===== config.mk =====
export PLATFORM = sky130hd
export DESIGN_NAME = cam_pattern_tx
export DESIGN_NICKNAME = d
export VERILOG_FILES = /design/src/rtl/cam_pattern_tx.sv
export SDC_FILE = /design/constraint.sdc
export NUM_CORES = 1
export LEC_CHECK = 0
export ABC_AREA = 1
export ABC_CLOCK_PERIOD_IN_PS = 3150
export CORE_MARGIN = 5
export CORE_UTILIZATION = 35
export DETAILED_ROUTE_END_ITERATION = 7
export SKIP_CTS_REPAIR_TIMING = 1
export SLEW_MARGIN = 20
export SYNTH_ARGS = -nofsm -noshare
export SYNTH_HDL_FRONTEND = slang
export SYNTH_SLANG_ARGS = --single-unit

===== constraint.sdc =====
create_clock -name clk -period 3.15 [get_ports clk]
set_input_delay 0.63 -clock clk [delete_from_list [all_inputs] [get_ports clk]]
set_output_delay 0.63 -clock clk [all_outputs]
set_load 0.03 [all_outputs]

===== src/rtl/cam_pattern_tx.sv =====
// cam_pattern_tx: camera-style (OV7670-like) RGB444 test pattern source.
// Ports: clk, rst_n (async low), en, pattern_sel, solid_rgb in;
//        vsync, href, d (byte bus), busy, frame_done, frame_cnt out.
module cam_pattern_tx #(
    parameter int H_PIX       = 320,
    parameter int V_LINES     = 240,
    parameter int H_BLANK     = 144,
    parameter int VSYNC_LINES = 3,
    parameter int VBP_LINES   = 17,
    parameter int VFP_LINES   = 10
) (
    input  logic        clk,
    input  logic        rst_n,
    input  logic        en,
    input  logic [1:0]  pattern_sel,
    input  logic [11:0] solid_rgb,
    output logic        vsync,
    output logic        href,
    output logic [7:0]  d,
    output logic        busy,
    output logic        frame_done,
    output logic [7:0]  frame_cnt
);

    typedef enum logic [2:0] {
        IDLE, VSYNC, VBACK, LINE, HBLANK, VFRONT
    } state_t;

    localparam logic [31:0] LINE_LEN  = 32'(2 * H_PIX + H_BLANK);
    localparam logic [31:0] ACT_LEN   = 32'(2 * H_PIX);
    localparam logic [31:0] HB_LEN    = 32'(H_BLANK);
    localparam logic [31:0] VS_LEN    = 32'(VSYNC_LINES) * LINE_LEN;
    localparam logic [31:0] VB_LEN    = 32'(VBP_LINES) * LINE_LEN;
    localparam logic [31:0] VF_LEN    = 32'(VFP_LINES) * LINE_LEN;
    localparam logic [31:0] LAST_LINE = 32'(V_LINES - 1);
    localparam logic [31:0] BAR_W     = 32'(H_PIX / 8);
    // Zero-length vertical phases are skipped outright.
    localparam state_t FIRST = (VSYNC_LINES > 0) ? VSYNC :
                               (VBP_LINES > 0) ? VBACK : LINE;
    localparam state_t AFTER_VS = (VBP_LINES > 0) ? VBACK : LINE;
    // Lines narrower than 8 pixels have zero-width bars: all bar 7.
    localparam logic [2:0] BAR_START = (BAR_W == 0) ? 3'd7 : 3'd0;

    state_t      state_q, state_d;
    logic [31:0] cnt_q, cnt_d;
    logic [31:0] line_q, line_d;
    logic [31:0] bpix_q, bpix_d;
    logic [2:0]  bar_q, bar_d;
    logic [11:0] idx_q, idx_d;
    logic [1:0]  pat_q, pat_d;
    logic [11:0] rgb_q, rgb_d;
    logic [7:0]  fcnt_q, fcnt_d;
    logic        vsync_q, vsync_d;
    logic        href_q, href_d;
    logic [7:0]  d_q, d_d;
    logic        busy_q, busy_d;
    logic        done_q, done_d;
    logic        eof, start;
    logic [11:0] bar_rgb, pix;

    always_comb begin
        state_d = state_q;
        cnt_d   = cnt_q + 32'd1;
        line_d  = line_q;
        bpix_d  = bpix_q;
        bar_d   = bar_q;
        idx_d   = idx_q;
        pat_d   = pat_q;
        rgb_d   = rgb_q;
        eof     = 1'b0;
        start   = 1'b0;

        unique case (state_q)
            IDLE: begin
                cnt_d = '0;
                start = en;
            end
            VSYNC: begin
                if (cnt_q == VS_LEN - 32'd1) begin
                    cnt_d   = '0;
                    state_d = AFTER_VS;
                end
            end
            VBACK: begin
                if (cnt_q == VB_LEN - 32'd1) begin
                    cnt_d   = '0;
                    state_d = LINE;
                end
            end
            LINE: begin
                if (cnt_q == ACT_LEN - 32'd1) begin
                    cnt_d   = '0;
                    state_d = HBLANK;
                end
            end
            HBLANK: begin
                if (cnt_q == HB_LEN - 32'd1) begin
                    cnt_d = '0;
                    if (line_q == LAST_LINE) begin
                        line_d = '0;
                        if (VFP_LINES > 0) state_d = VFRONT;
                        else               eof     = 1'b1;
                    end else begin
                        line_d  = line_q + 32'd1;
                        state_d = LINE;
                    end
                end
            end
            VFRONT: begin
                if (cnt_q == VF_LEN - 32'd1) eof = 1'b1;
            end
            default: state_d = IDLE;
        endcase

        if (eof) begin
            cnt_d = '0;
            if (en) start = 1'b1;
            else    state_d = IDLE;
        end

        // Pixel-rate counters step after the second byte of each pixel.
        if (state_q == LINE && cnt_q[0]) begin
            idx_d = idx_q + 12'd1;
            if (bpix_q == BAR_W - 32'd1) begin
                bpix_d = '0;
                if (bar_q != 3'd7) bar_d = bar_q + 3'd1;
            end else begin
                bpix_d = bpix_q + 32'd1;
            end
        end
        if (state_d != LINE) begin
            bar_d  = BAR_START;
            bpix_d = '0;
        end

        if (start) begin
            state_d = FIRST;
            cnt_d   = '0;
            line_d  = '0;
            idx_d   = '0;
            pat_d   = pattern_sel;
            rgb_d   = solid_rgb;
        end
    end

    // Outputs are derived from next-state values, then registered.
    always_comb begin
        bar_rgb = 12'h000;
        unique case (bar_d)
            3'd0: bar_rgb = 12'hFFF;
            3'd1: bar_rgb = 12'hFF0;
            3'd2: bar_rgb = 12'h0FF;
            3'd3: bar_rgb = 12'h0F0;
            3'd4: bar_rgb = 12'hF0F;
            3'd5: bar_rgb = 12'hF00;
            3'd6: bar_rgb = 12'h00F;
            3'd7: bar_rgb = 12'h000;
            default: bar_rgb = 12'h000;
        endcase

        if (VFP_LINES > 0)
            done_d = (state_d == VFRONT) && (cnt_d == VF_LEN - 32'd1);
        else
            done_d = (state_d == HBLANK) && (cnt_d == HB_LEN - 32'd1)
                     && (line_d == LAST_LINE);
        fcnt_d = fcnt_q + {7'd0, done_d};

        pix = 12'h000;
        unique case (pat_d)
            2'd0: pix = bar_rgb;
            2'd1: pix = {cnt_d[4:1], line_d[3:0], fcnt_d[3:0]};
            2'd2: pix = rgb_d;
            2'd3: pix = idx_d;
            default: pix = 12'h000;
        endcase

        vsync_d = (state_d == VSYNC);
        href_d  = (state_d == LINE);
        busy_d  = (state_d != IDLE);
        d_d     = 8'h00;
        if (href_d) d_d = cnt_d[0] ? pix[7:0] : {4'h0, pix[11:8]};
    end

    always_ff @(posedge clk or negedge rst_n) begin
        if (!rst_n) begin
            state_q <= IDLE;
            cnt_q   <= '0;
            line_q  <= '0;
            bpix_q  <= '0;
            bar_q   <= BAR_START;
            idx_q   <= '0;
            pat_q   <= '0;
            rgb_q   <= '0;
            fcnt_q  <= '0;
            vsync_q <= 1'b0;
            href_q  <= 1'b0;
            d_q     <= 8'h00;
            busy_q  <= 1'b0;
            done_q  <= 1'b0;
        end else begin
            state_q <= state_d;
            cnt_q   <= cnt_d;
            line_q  <= line_d;
            bpix_q  <= bpix_d;
            bar_q   <= bar_d;
            idx_q   <= idx_d;
            pat_q   <= pat_d;
            rgb_q   <= rgb_d;
            fcnt_q  <= fcnt_d;
            vsync_q <= vsync_d;
            href_q  <= href_d;
            d_q     <= d_d;
            busy_q  <= busy_d;
            done_q  <= done_d;
        end
    end

    assign vsync      = vsync_q;
    assign href       = href_q;
    assign d          = d_q;
    assign busy       = busy_q;
    assign frame_done = done_q;
    assign frame_cnt  = fcnt_q;

endmodule


Word level (Yosys, flattened, before mapping)
Memories as Yosys holds them, arrays and structs flattened.
Cells that the tools add are included.

storage, ports and cells
  input port bits = 17
  register bits after elaboration = 148
  memory bits (read-only) = 96
  memories = 1
  logic and storage cells = 92

operators by class
  reductions and logical operators = 10
  equal/unequal tests = 21
  mux-type cells = 39
  add/subtract/negate cells = 6

memory list
  name             words  bits a word  rd ports  clocked after Yosys merged registers in  wr ports  line  RTL
  (no name shown)  8      12           1         0                                        0         149   unique case (bar_d)

operators by type and width
  cell                     count
  $mux W32                 13
  $pmux W32 S5             1
  $add A32 B1 Y32 const B  3
  $eq A32 B13 Y1 const B   2
  $eq A32 B8 Y1 const B    2
  $pmux W12 S4             1
  $mux W12                 3
  $mux W3                  12
  $eq A32 B10 Y1 const B   1
  $eq A32 B12 Y1 const B   1
  $eq A32 B14 Y1 const B   1
  $eq A32 B6 Y1 const B    1
  $mux W8                  2
  $pmux W3 S5              1
  $add A12 B1 Y12 const B  1
  $eq A3 B2 Y1 const B     3
  $eq A3 B3 Y1 const B     3
  $add A8 B1 Y8            1
  $eq A3 B1 Y1 const B     2
  $reduce_bool A2 Y1       3
  $mux W1                  5
  $eq A2 B2 Y1 const B     2
  $add A3 B1 Y3 const B    1
  $logic_not A3 Y1         1
  other kinds (9)          10

Logic depth before layout (Yosys ltp)
Gate-level depths: netlist of run 1.

  word-level depth = 13
  gate-level depth with buffers = 26
  mapped depth without buffers = 25

Worst setup path before layout of run 1
Ideal clock, no wire load.

  path kind = register -> register
  from = reg cnt_q[0]
  to = reg d_q[3] (netlist: d[3])
  required time = 3.032 ns
  path buffers = 1
  path slack = 0.050 ns
  setup time = 0.118 ns
  cell stages (with the launch flop) = 24
  arrival time = 2.982 ns
  path through = dfrtp_1 > ha_1 > nand2_2 > nor2_4 > nand3_1 > nor2_1 > nand2_1 > nand2_1 > nand4_2 > nand2_1 > buf_2 > a21oi_1 > nor2_1 > nand3_1 > nor2_1 > ha_1 > nand3_1 > xor2_1 > o21ai_0 > nand3_1 > nand2_1 > nand2_1 > nand2_1 > nor2_1

between the ends
  cells in the longest elaborated chain, start to end = 12

RTL lines
  element                                                  line  RTL
  from (decl)                                              45    logic [31:0] cnt_q, cnt_d;
  from (signal assigned)                                   202   cnt_q <= cnt_d;
  branches (longest 7 deep; another with $add A32 B1 Y32)  -
  $logic_and A1 B1 Y1 (*)                                  162   done_d = (state_d == VFRONT) && (cnt_d == VF_LEN - 32'd1);
  named net done_d                                         57    logic done_q, done_d;
  $add A8 B1 Y8 (*)                                        166   fcnt_d = fcnt_q + {7'd0, done_d};
  named net fcnt_d[3]                                      52    logic [7:0] fcnt_q, fcnt_d;
  $pmux W12 S4 (*)                                         169   unique case (pat_d)
  $mux W8 (*) (2 in series)                                181   if (href_d) d_d = cnt_d[0] ? pix[7:0] : {4'h0, pix[11:8]};
  named net d_d[3]                                         55    logic [7:0] d_q, d_d;
  to (signal assigned)                                     197   d_q <= 8'h00;
  to (signal assigned)                                     212   d_q <= d_d;
  to (decl)                                                55

Mark *: on every way through the listed nets, which the timed path passes.
A chain may end at the register's enable or synchronous reset.

Final worst setup path of run 1
  from = reg cnt_q[1]
  to = reg d_q[2] (netlist: d[2])

Same word-level chain as after synthesis.

==> impl_metrics.json, run 1 <==
{
  "worstSetupPathType": "register to register",
  "antenna_cells": 0,
  "fin_ws_ps": 8.817,
  "status": "finished clean",
  "max_slew.worst_pin.slew_ps": 708.1,
  "final_area_sq_um": 11400,
  "routed_wl_um": 25160,
  "cts_tree": "yes",
  "hold_viol": 0,
  "pre_cts_ws_ps": -342.2,
  "core-area_sq_um": 25180,
  "gr-usage-all-layers_pct": 17.77,
  "worst_setup_path_start_kind": "register",
  "dpl_cell_area_sq_um": 10530,
  "dieWidth_um": 169.8,
  "grt_first_pass_wirelength_um": 41790,
  "antenna_left": 0,
  "fmax_ghz": 0.3184,
  "drt_iter0_drc": 697,
  "drive_above_1_share_pct": 17.33,
  "layout-area-overhead-vs-synth_pct": 27.60,
  "antenna_found_initial": 0,
  "syn-instance-count": 1228,
  "yosysSeqAreaShare_pct": 41.45,
  "synth-seq-cells": 148,
  "end_kind": "register",
  "num_vias": 8586,
  "cpPeakStageDelay_ps": 390,
  "initial_core_util_pct": 35.48,
  "clock_sinks": 148,
  "setup_viol": 0,
  "ioPinCount": 37,
  "final.fill_count": 2473,
  "critPathSlowestCell": "dfrtp_1",
  "io_buffers": 36,
  "rows": 58,
  "clk_path_buf_depth": 2,
  "place.gp.congestion": 0.9401,
  "cap_violations": 0,
  "cp_common_cell": "nand2_1",
  "first_pass_iters": 6,
  "grt_max_degree": 65,
  "grt-ovfl-total": 0,
  "routedWlPerCell_um": 14.52,
  "reg2reg_slack_ps": 9,
  "post-route-util_pct": 45.27,
  "cts_buffers": 17,
  "clk_pin_slew_ps": 70,
  "synth_nets": 1252,
  "slew_headroom_pct": 52.43,
  "post-route-period-util_pct": 99.72,
  "fp.dieArea_sq_um": 28820,
  "dpl.hpwl_um": 18780,
  "holdCritPathClass": "input pin to asynchronous set/reset pin",
  "cp_data_arrival_time_ps": 3450,
  "min_period_ps": 3141,
  "synth_area_leaders": "dfrtp_1, nand2_1, inv_1",
  "grt_pass1_vias": 8416,
  "cts_root_buf": "clkbuf_16",
  "rsz0062_at_grt": "yes",
  "synth_warnings": 0,
  "nets": 1414,
  "multi_input_area_sq_um": 4636,
  "final-max-slew-violation-count": 0,
  "ys_types": 46,
  "drc": 0,
  "regArea_sq_um": 3705,
  "synth.avg_cell_area_sq_um": 7.276,
  "h-tree-depth": 4,
  "clk_latency_ps": 430,
  "cp.required_ps": 3460,
  "viasPerCell": 4.957,
  "powerDensity_nw_per_um2": 445.3,
  "p_leak_nw": 5.289,
  "path_cells": "ha_4 > nand2_4 > nor2_4 > buf_4 > nand2_1 > nor2_1 > nand3_2 > buf_4 > o21bai_4 > nand2_1 > a21oi_1 > nor2_1 > nand3_1 > nor2_4 > ha_4 > ha_4 > xor2_2 > o21ai_1 > nand3_1 > nand2_1 > nand2_1 > nand2_1 > nor2_1",
  "worstPathMaxFanout": 4,
  "fin_skew_ps": 17.84,
  "mappedNetlistArea_sq_um": 8935,
  "yosysTopAreaCell": "dfrtp_1",
  "irDropWorstVdd_v": 0.0002947,
  "die_y_um": 169.8,
  "synth_top_area_share_pct": 41.45
}
==> stage by stage <==
| step | setup TNS (ps) | hold slack [ps] | total power, mW | std cells |
|---|---|---|---|---|
| 6_report | 0 | 177.3 | 5.076 | 1732 |
| 5_1_grt | -981.5 | 231.8 | 5.330 | 1732 |
| 4_1_cts | -764.4 | 204.8 | 5.070 | 1724 |
| 3_5_place_dp | -1678 | 463.8 | 2.998 | 1693 |
| 3_3_place_gp | -1010 | 456.9 | 2.984 | 1693 |
| 2_1_floorplan | 0 | 334.4 | 2.647 | 1228 |
==> cells by family after synthesis <==
family / count (synthesis) / share of synthesized area, %
buf+inv: 206 / 9.088
simple gates: 677 / 34.13
fa+ha+maj: 7 / 0.9802
compound gates: 131 / 8.557
xor+xnor: 58 / 5.686
mux: 1 / 0.1120
flops: 148 / 41.45
==> cell type report <==
type | instances | area share (%)
clock buffers | 19 | 3.973
well taps | 330 | 3.622
flip-flops and latches | 148 | 32.50
inverters | 182 | 5.992
multi-input cells | 874 | 40.66
clock inverters | 12 | 1.141
repair buffers | 167 | 12.12
==> cell usage in the layout, fill, tap and decap left out, drive strengths merged, types with 2 or more instances in the layout <==
master / netlist / routed
nand2: 297 / 297
inv: 181 / 190
nor2: 157 / 157
dfrtp: 148 / 148
buf: 17 / 132
nand3: 108 / 108
o21ai: 63 / 63
nor3: 56 / 56
xor2: 50 / 50
nand4: 36 / 36
clkdlybuf4s50: 0 / 35
a21oi: 25 / 25
clkbuf: 7 / 19
o22ai: 18 / 18
nor4: 10 / 10
xnor2: 8 / 8
o311ai: 7 / 7
ha: 7 / 7
or2: 6 / 6
nand3b: 5 / 5
a31oi: 4 / 4
o211ai: 3 / 3
o32ai: 3 / 3
a31o: 2 / 2
clkinv: 1 / 2
==> cells in the mapped netlist, drive strengths merged <==
| cell type | count |
|---|---|
| ha | 7 |
| or2 | 6 |
| nand3 | 108 |
| a22o | 1 |
| nand2 | 297 |
| nor2 | 157 |
| a21o | 1 |
| nand4 | 36 |
| o211ai | 3 |
| o311ai | 7 |
| inv | 181 |
| nor4 | 10 |
| o22ai | 18 |
| and2 | 1 |
| nor3b | 1 |
| a311oi | 1 |
| xnor2 | 8 |
| o31ai | 1 |
| a21oi | 25 |
| a31o | 2 |
| a31oi | 4 |
| o21ai | 63 |
| mux2i | 1 |
| nor3 | 56 |
| clkbuf | 7 |
| xor2 | 50 |
| a211oi | 1 |
| dfrtp | 148 |
| nand3b | 5 |
| clkinv | 1 |
| o21bai | 1 |
| buf | 17 |
| o32ai | 3 |
==> path summary, 6_finish.rpt <==
check / cells after the start / to / startpoint
max in group asynchronous: 2 / line_q[11]$_DFFE_PN0P_ / rst_n
worst max-delay path: 23 / d[2]$_DFF_PN0_ / cnt_q[1]$_DFF_PN0_
min in group clk: 2 / rgb_q[9]$_DFF_PN0_ / rgb_q[9]$_DFF_PN0_
worst max register to register: 23 / d[2]$_DFF_PN0_ / cnt_q[1]$_DFF_PN0_
worst min register to register: 2 / rgb_q[9]$_DFF_PN0_ / rgb_q[9]$_DFF_PN0_
worst min-delay path: 1 / rgb_q[6]$_DFF_PN0_ / rst_n
==> where the power goes <==
part / total [mW] / internal, mW / switching (mW) / leakage (nW)
registers: 2.12 / 2.03 / 0.0909 / 2.00
logic: 0.889 / 0.345 / 0.544 / 3.01
clock network: 2.07 / 1.16 / 0.909 / 0.286
total: 5.08 / 3.53 / 1.54 / 5.29
==> worst max-delay path, delay by kind of cell (launching register included) <==
kind / cells / cell delay (ps)
adders and majority gates: 3 / 510
buffers and inverters: 2 / 330
xor gates and xnor gates: 1 / 170
DFF: 1 / 390
and+or+nand+nor: 14 / 1220
AOI/OAI and AO/OA: 3 / 400
==> flip-flops by register name, summed over array words and instances (netlist names), 8 cells and up <==
signal,count
rgb_q,12
frame_cnt,8
line_q,32
idx_q,12
cnt_q,32
d,8
bpix_q,32
==> metal layers <==
layer	track usage (%)	share of wire (%)
met5	0	0
met3	3.005	3.6
met4	5.040	1.7
met1	24.26	47
met2	29.16	48
No activity file was read; power rests on OpenSTA's default activity.
==> run 2: changes to the inputs <==
--- a/config.mk
+++ b/config.mk
@@ -6,10 +6,10 @@
 export NUM_CORES = 1
 export LEC_CHECK = 0
 export ABC_AREA = 1
-export ABC_CLOCK_PERIOD_IN_PS = 3150
 export CORE_MARGIN = 5
 export CORE_UTILIZATION = 35
 export DETAILED_ROUTE_END_ITERATION = 7
+export PLACE_DENSITY_LB_ADDON = 0.15
 export SKIP_CTS_REPAIR_TIMING = 1
 export SLEW_MARGIN = 20
 export SYNTH_ARGS = -nofsm -noshare
==> run 2 against run 1 <==
- the run now ends with negative setup slack left
- fmax shrank 0.78%
- critical path depth is 1 higher
- via count is 0.59% lower
- cell count shrank 0.12%
- combinational power fell by 0.9%
- core utilization is 0.38 points lower
- flip-flop and latch count unchanged
- cell area fell by 0.84%
- first-iteration DRC count shrank 16%
- global-route usage up 0.88 points
- worst setup slack worse by 25 ps
- non-clock buffer count fell by 3
- critical path type unchanged
==> impl_metrics.json, run 2 (synthesized netlist as in run 1, its figures left out) <==
{
  "ioPinCount": 37,
  "top_regs": "bpix_q: 32 flops, cnt_q: 32 flops, line_q: 32 flops",
  "core-area_sq_um": 25180,
  "final-max-slew-violation-count": 0,
  "antenna_found_initial": 0,
  "routedWlPerCell_um": 15.10,
  "cts_tree": "yes",
  "slew_headroom_pct": 51.45,
  "fmax_ghz": 0.3159,
  "h-tree-depth": 4,
  "path_cells": "ha_4 > nand2_4 > nor2_4 > buf_6 > inv_2 > nor2_1 > nand3_1 > nor2_4 > nand2_4 > nand3_4 > nor2_4 > o21ai_2 > nand3_1 > nor2_1 > nand3_1 > nor2_2 > ha_2 > ha_2 > o21ai_1 > nand3_1 > nand2_1 > nand2_1 > nand2_1 > nor2_1",
  "grt-ovfl-total": 0,
  "violations": "negative setup slack",
  "fin_ws_ps": -15.91,
  "drc": 0,
  "routed_wl_um": 26120,
  "layout-area-overhead-vs-synth_pct": 26.52,
  "grt_max_degree": 60,
  "dpl.hpwl_um": 19690,
  "clk_path_buf_depth": 2,
  "drive_above_1_share_pct": 16.14,
  "placed_cells": 1693,
  "worstSetupPathType": "register to register",
  "cts_buffers": 17,
  "crit_family": "simple AND/OR/NAND/NOR gates",
  "clk_latency_ps": 440,
  "antenna_left": 0,
  "final_cell_count_no_fill": 1730,
  "grt_pass1_vias": 8518,
  "layout_commonest_cell": "nand2_1",
  "rsz0062_at_grt": "yes",
  "cts_root_buf": "clkbuf_16",
  "io_buffers": 36,
  "cp_common_cell": "nand3_1",
  "viasPerCell": 4.934,
  "hold_viol": 0,
  "antenna_cells": 0,
  "cap_violations": 0,
  "grt_first_pass_wirelength_um": 43480,
  "rows": 58,
  "cp.required_ps": 3470,
  "worstPathMaxFanout": 4,
  "fin_skew_ps": 15.73,
  "drt_iter0_drc": 586,
  "first_pass_iters": 5,
  "reg2reg_slack_ps": -20,
  "final_area_sq_um": 11300,
  "dieWidth_um": 169.8,
  "critPathBufInv": 2,
  "r2r_cells": 24,
  "fp.dieArea_sq_um": 28820,
  "dpl_cell_area_sq_um": 10530,
  "holdCritPathClass": "input pin to asynchronous set/reset pin",
  "cpPeakStageDelay_ps": 430,
  "irDropWorstVdd_v": 0.0003627,
  "nets": 1411,
  "die_y_um": 169.8,
  "layout_common_cells": "nand2_1, inv_1, dfrtp_1, nor2_1, buf_4",
  "initial_core_util_pct": 35.48,
  "tns_ps": -24.83,
  "clock_sinks": 148,
  "critPathSlowestCell": "dfrtp_1",
  "final.fill_count": 2567,
  "status": "finished with violations",
  "gr-usage-all-layers_pct": 18.64,
  "end_kind": "register",
  "p_leak_nw": 5.253,
  "cp_data_arrival_time_ps": 3480,
  "worstReg2RegStart": "cnt_q[0]$_DFF_PN0_",
  "powerDensity_nw_per_um2": 454.5,
  "setup_viol": 2,
  "min_period_ps": 3166,
  "worst_setup_path_start_kind": "register",
  "clk_pin_slew_ps": 70,
  "post-route-period-util_pct": 100.5,
  "place.gp.congestion": 0.9165,
  "worstReg2RegEnd": "d[1]$_DFF_PN0_",
  "num_vias": 8535,
  "max_slew.worst_pin.slew_ps": 719.2
}
## run 2: cell types whose count changed in the layout (fill, tap and decap cells not counted), moves of 3 or more
cell     previous run  this run
nor2_1            129       134
inv_6               7         3
nand2_2             9         5
nand2_1           284       287
nor2_2             17        14
## run 2: cell type report
class | instances | area (sq um) | share of cell area (%)
Clock buffer | 19 | 442.9 | 3.918
Clock inverter | 13 | 165.2 | 1.461
Inverter | 182 | 683.2 | 6.043
Multi-Input combinational cell | 874 | 4539 | 40.15
Sequential cell | 148 | 3706 | 32.78
Tap cell | 330 | 412.9 | 3.652
Timing Repair Buffer | 164 | 1355 | 11.99
## run 2: metal layers
layer / up-vias / part of all wire (%) / global-route usage (%) / wire (um)
li1: 4310 / - / - / -
met1: 4033 / 46 / 25.33 / 12080
met2: 159 / 49 / 31.28 / 12760
met3: 33 / 3.1 / 2.562 / 819
met4: 0 / 1.7 / 5.075 / 455
met5: - / 0 / 0 / 0
## run 2: through the flow
step | power [mW] | worst slack, ps | util (%) | hold WS, ps
3_3_place_gp | 2.975 | -131.7 | 41.81 | 460.2
2_1_floorplan | 2.647 | 50.49 | - | 334.4
5_1_grt | 5.419 | -276.9 | 44.89 | 222.6
3_5_place_dp | 2.976 | -150.9 | 41.81 | 462.3
4_1_cts | 5.162 | -158.9 | 44.23 | 192.0
6_report | 5.137 | -15.91 | 44.89 | 179.9
## run 2: power breakdown
part           total, mW  switching (mW)  internal (mW)  leakage (nW)
Combinational      0.881           0.534          0.347          2.96
Clock               2.14           0.923           1.22         0.293
Sequential          2.11          0.0831           2.03          1.99
Total               5.14            1.54           3.60          5.25
## run 2: how the worst max path moves through the flow
stage                                  start  slack [ps]             end  cells after the start
after detailed placement  cnt_q[0]$_DFF_PN0_        -150  d[2]$_DFF_PN0_                     21
after floorplan           cnt_q[0]$_DFF_PN0_          50  d[3]$_DFF_PN0_                     23
after global routing      cnt_q[0]$_DFF_PN0_        -280  d[3]$_DFF_PN0_                     20
after global placement                    en        -130  d[3]$_DFF_PN0_                     20
after CTS                 cnt_q[0]$_DFF_PN0_        -160  d[2]$_DFF_PN0_                     21
final                     cnt_q[0]$_DFF_PN0_         -20  d[1]$_DFF_PN0_                     24
==> run 3: changes to the inputs <==
--- a/config.mk
+++ b/config.mk
@@ -6,7 +6,8 @@
 export NUM_CORES = 1
 export LEC_CHECK = 0
 export ABC_AREA = 1
-export CORE_MARGIN = 5
+export ABC_CLOCK_PERIOD_IN_PS = 3150
+export CORE_MARGIN = 3
 export CORE_UTILIZATION = 35
 export DETAILED_ROUTE_END_ITERATION = 7
 export PLACE_DENSITY_LB_ADDON = 0.15
==> run 3 against run 2 <==
- the flow still finishes with violations (negative setup slack)
- clock-buffer cell count decreased by 1
- first-iteration DRC count is 9.4% higher
- cell area up 0.33%
- global-route usage grew 0.068 points
- sequential share of layout area fell by 0.12 points
- die area decreased by 4.7%
- flip-flop and latch count did not move
- cell count down 0.52%
- critical endpoint is now d[3]$_DFF_PN0_
==> impl_metrics.json, run 3 (synthesized netlist as in run 1, its figures left out) <==
{
  "status": "finished with violations",
  "violations": "negative setup slack",
  "setup_viol": 1,
  "critPathSlowestCell": "dfrtp_1",
  "cp_data_arrival_time_ps": 3480,
  "clk_pin_slew_ps": 70,
  "cts_tree": "yes",
  "final.fill_count": 2516,
  "first_pass_iters": 8,
  "clk_path_buf_depth": 2,
  "core-area_sq_um": 24680,
  "worst_setup_path_start_kind": "register",
  "drt_iter0_drc": 641,
  "cp.required_ps": 3480,
  "clk_latency_ps": 440,
  "worstSetupPathType": "register to register",
  "place.gp.congestion": 0.8999,
  "cts_buffers": 17,
  "layout-area-overhead-vs-synth_pct": 26.94,
  "crit_family": "simple AND/OR/NAND/NOR gates",
  "pre_cts_ws_ps": -221.2,
  "antenna_found_initial": 0,
  "fin_skew_ps": 19.95,
  "cap_violations": 0,
  "rows": 57,
  "slew_headroom_pct": 53.33,
  "layout_common_cells": "nand2_1, inv_1, dfrtp_1, nor2_1, buf_4",
  "cts_root_buf": "clkbuf_16",
  "reg2reg_slack_ps": -3,
  "drive_above_1_share_pct": 16.61,
  "path_cells": "ha_2 > nand2_4 > nor2_4 > buf_6 > nand4_1 > nor2_2 > buf_4 > nand3_1 > nand2_1 > a21oi_1 > nor2_1 > nand3_1 > nor2_4 > ha_4 > nand3_4 > xor2_2 > o21ai_1 > nand3_1 > nand2_1 > nand2_1 > nand2_1 > nor2_1",
  "grt-ovfl-total": 0,
  "dieWidth_um": 165.8,
  "nets": 1409,
  "dpl_cell_area_sq_um": 10490,
  "layout_commonest_cell": "nand2_1",
  "io_buffers": 36,
  "fin_ws_ps": -3.259,
  "num_vias": 8541,
  "top_regs": "bpix_q: 32 flops, cnt_q: 32 flops, line_q: 32 flops",
  "fmax_ghz": 0.3171,
  "cp_common_cell": "nand2_1",
  "end_kind": "register",
  "worstPathMaxFanout": 4,
  "grt_pass1_vias": 8193,
  "gr-usage-all-layers_pct": 18.71,
  "die_y_um": 165.8,
  "cpPeakStageDelay_ps": 400,
  "r2r_cells": 22,
  "viasPerCell": 4.963,
  "hold_viol": 0,
  "post-route-period-util_pct": 100.1,
  "worstReg2RegEnd": "d[3]$_DFF_PN0_",
  "ioPinCount": 37,
  "powerDensity_nw_per_um2": 452.9,
  "worstReg2RegStart": "cnt_q[0]$_DFF_PN0_",
  "routed_wl_um": 26080,
  "routedWlPerCell_um": 15.15,
  "final_area_sq_um": 11340,
  "irDropWorstVdd_v": 0.0004193,
  "drc": 0,
  "final-max-slew-violation-count": 0,
  "clock_sinks": 148,
  "antenna_left": 0,
  "dpl.hpwl_um": 19600,
  "antenna_cells": 0,
  "max_slew.worst_pin.slew_ps": 691.3,
  "h-tree-depth": 4,
  "initial_core_util_pct": 36.21,
  "critPathBufInv": 2,
  "grt_max_degree": 69,
  "holdCritPathClass": "input pin to asynchronous set/reset pin",
  "p_leak_nw": 5.250,
  "min_period_ps": 3153,
  "fp.dieArea_sq_um": 27480,
  "rsz0062_at_grt": "yes",
  "grt_first_pass_wirelength_um": 42120
}
[run 3: changes by cell type in the layout (fill, tap and decap cells not counted), sizes merged]
cell      previous run  this run
clkinv               4         2
inv                187       188
buf                129       127
clkinvlp             2         3
clkbuf              19        18
[run 3: stage by stage]
stage	TNS, ps	std cells	power, mW	utilization, %	hold WS, ps
2_1_floorplan	0	1228	2.647	-	334.4
6_report	-3.259	1721	5.137	45.96	181.1
3_3_place_gp	-559.7	1684	2.987	42.50	457.3
4_1_cts	-1227	1715	5.152	44.94	211.5
5_1_grt	-1052	1721	5.384	45.96	234.9
3_5_place_dp	-832.6	1684	2.989	42.50	462.0
[run 3: how the worst max path moves through the flow]
stage / slack [ps] / start / depth (start not counted) / endpoint
after floorplan: 50 / cnt_q[0]$_DFF_PN0_ / 23 / d[3]$_DFF_PN0_
after global placement: -170 / cnt_q[5]$_DFF_PN0_ / 21 / d[3]$_DFF_PN0_
after detailed placement: -220 / cnt_q[5]$_DFF_PN0_ / 21 / d[3]$_DFF_PN0_
after CTS: -270 / cnt_q[5]$_DFF_PN0_ / 21 / d[3]$_DFF_PN0_
after global routing: -250 / cnt_q[0]$_DFF_PN0_ / 24 / d[3]$_DFF_PN0_
final: -3 / cnt_q[0]$_DFF_PN0_ / 22 / d[3]$_DFF_PN0_
[run 3: power by group]
group / switching, mW / total [mW] / internal (mW)
Combinational: 0.535 / 0.885 / 0.351
Clock: 0.925 / 2.14 / 1.21
Sequential: 0.0820 / 2.11 / 2.03
Total: 1.54 / 5.14 / 3.60
[run 3: per-layer routing]
metal  track usage, %  part of all wire, %  vias to the layer above
met5                0                    0                        -
met4            5.931                  2.2                        0
met3            2.809                  3.7                       38
met2            30.58                   47                      186
met1            25.70                   47                     4006
li1                 -                    -                     4311
[run 3: layout make-up]
type | instances | area (sq um) | share of cell area (%)
clock buffer | 18 | 439.2 | 3.872
sequential | 148 | 3705 | 32.66
timing repair buffer | 162 | 1331 | 11.74
tap | 324 | 405.4 | 3.574
inverter | 182 | 683.2 | 6.023
multi-input combinational | 874 | 4613 | 40.67
clock inverter | 13 | 165.2 | 1.456
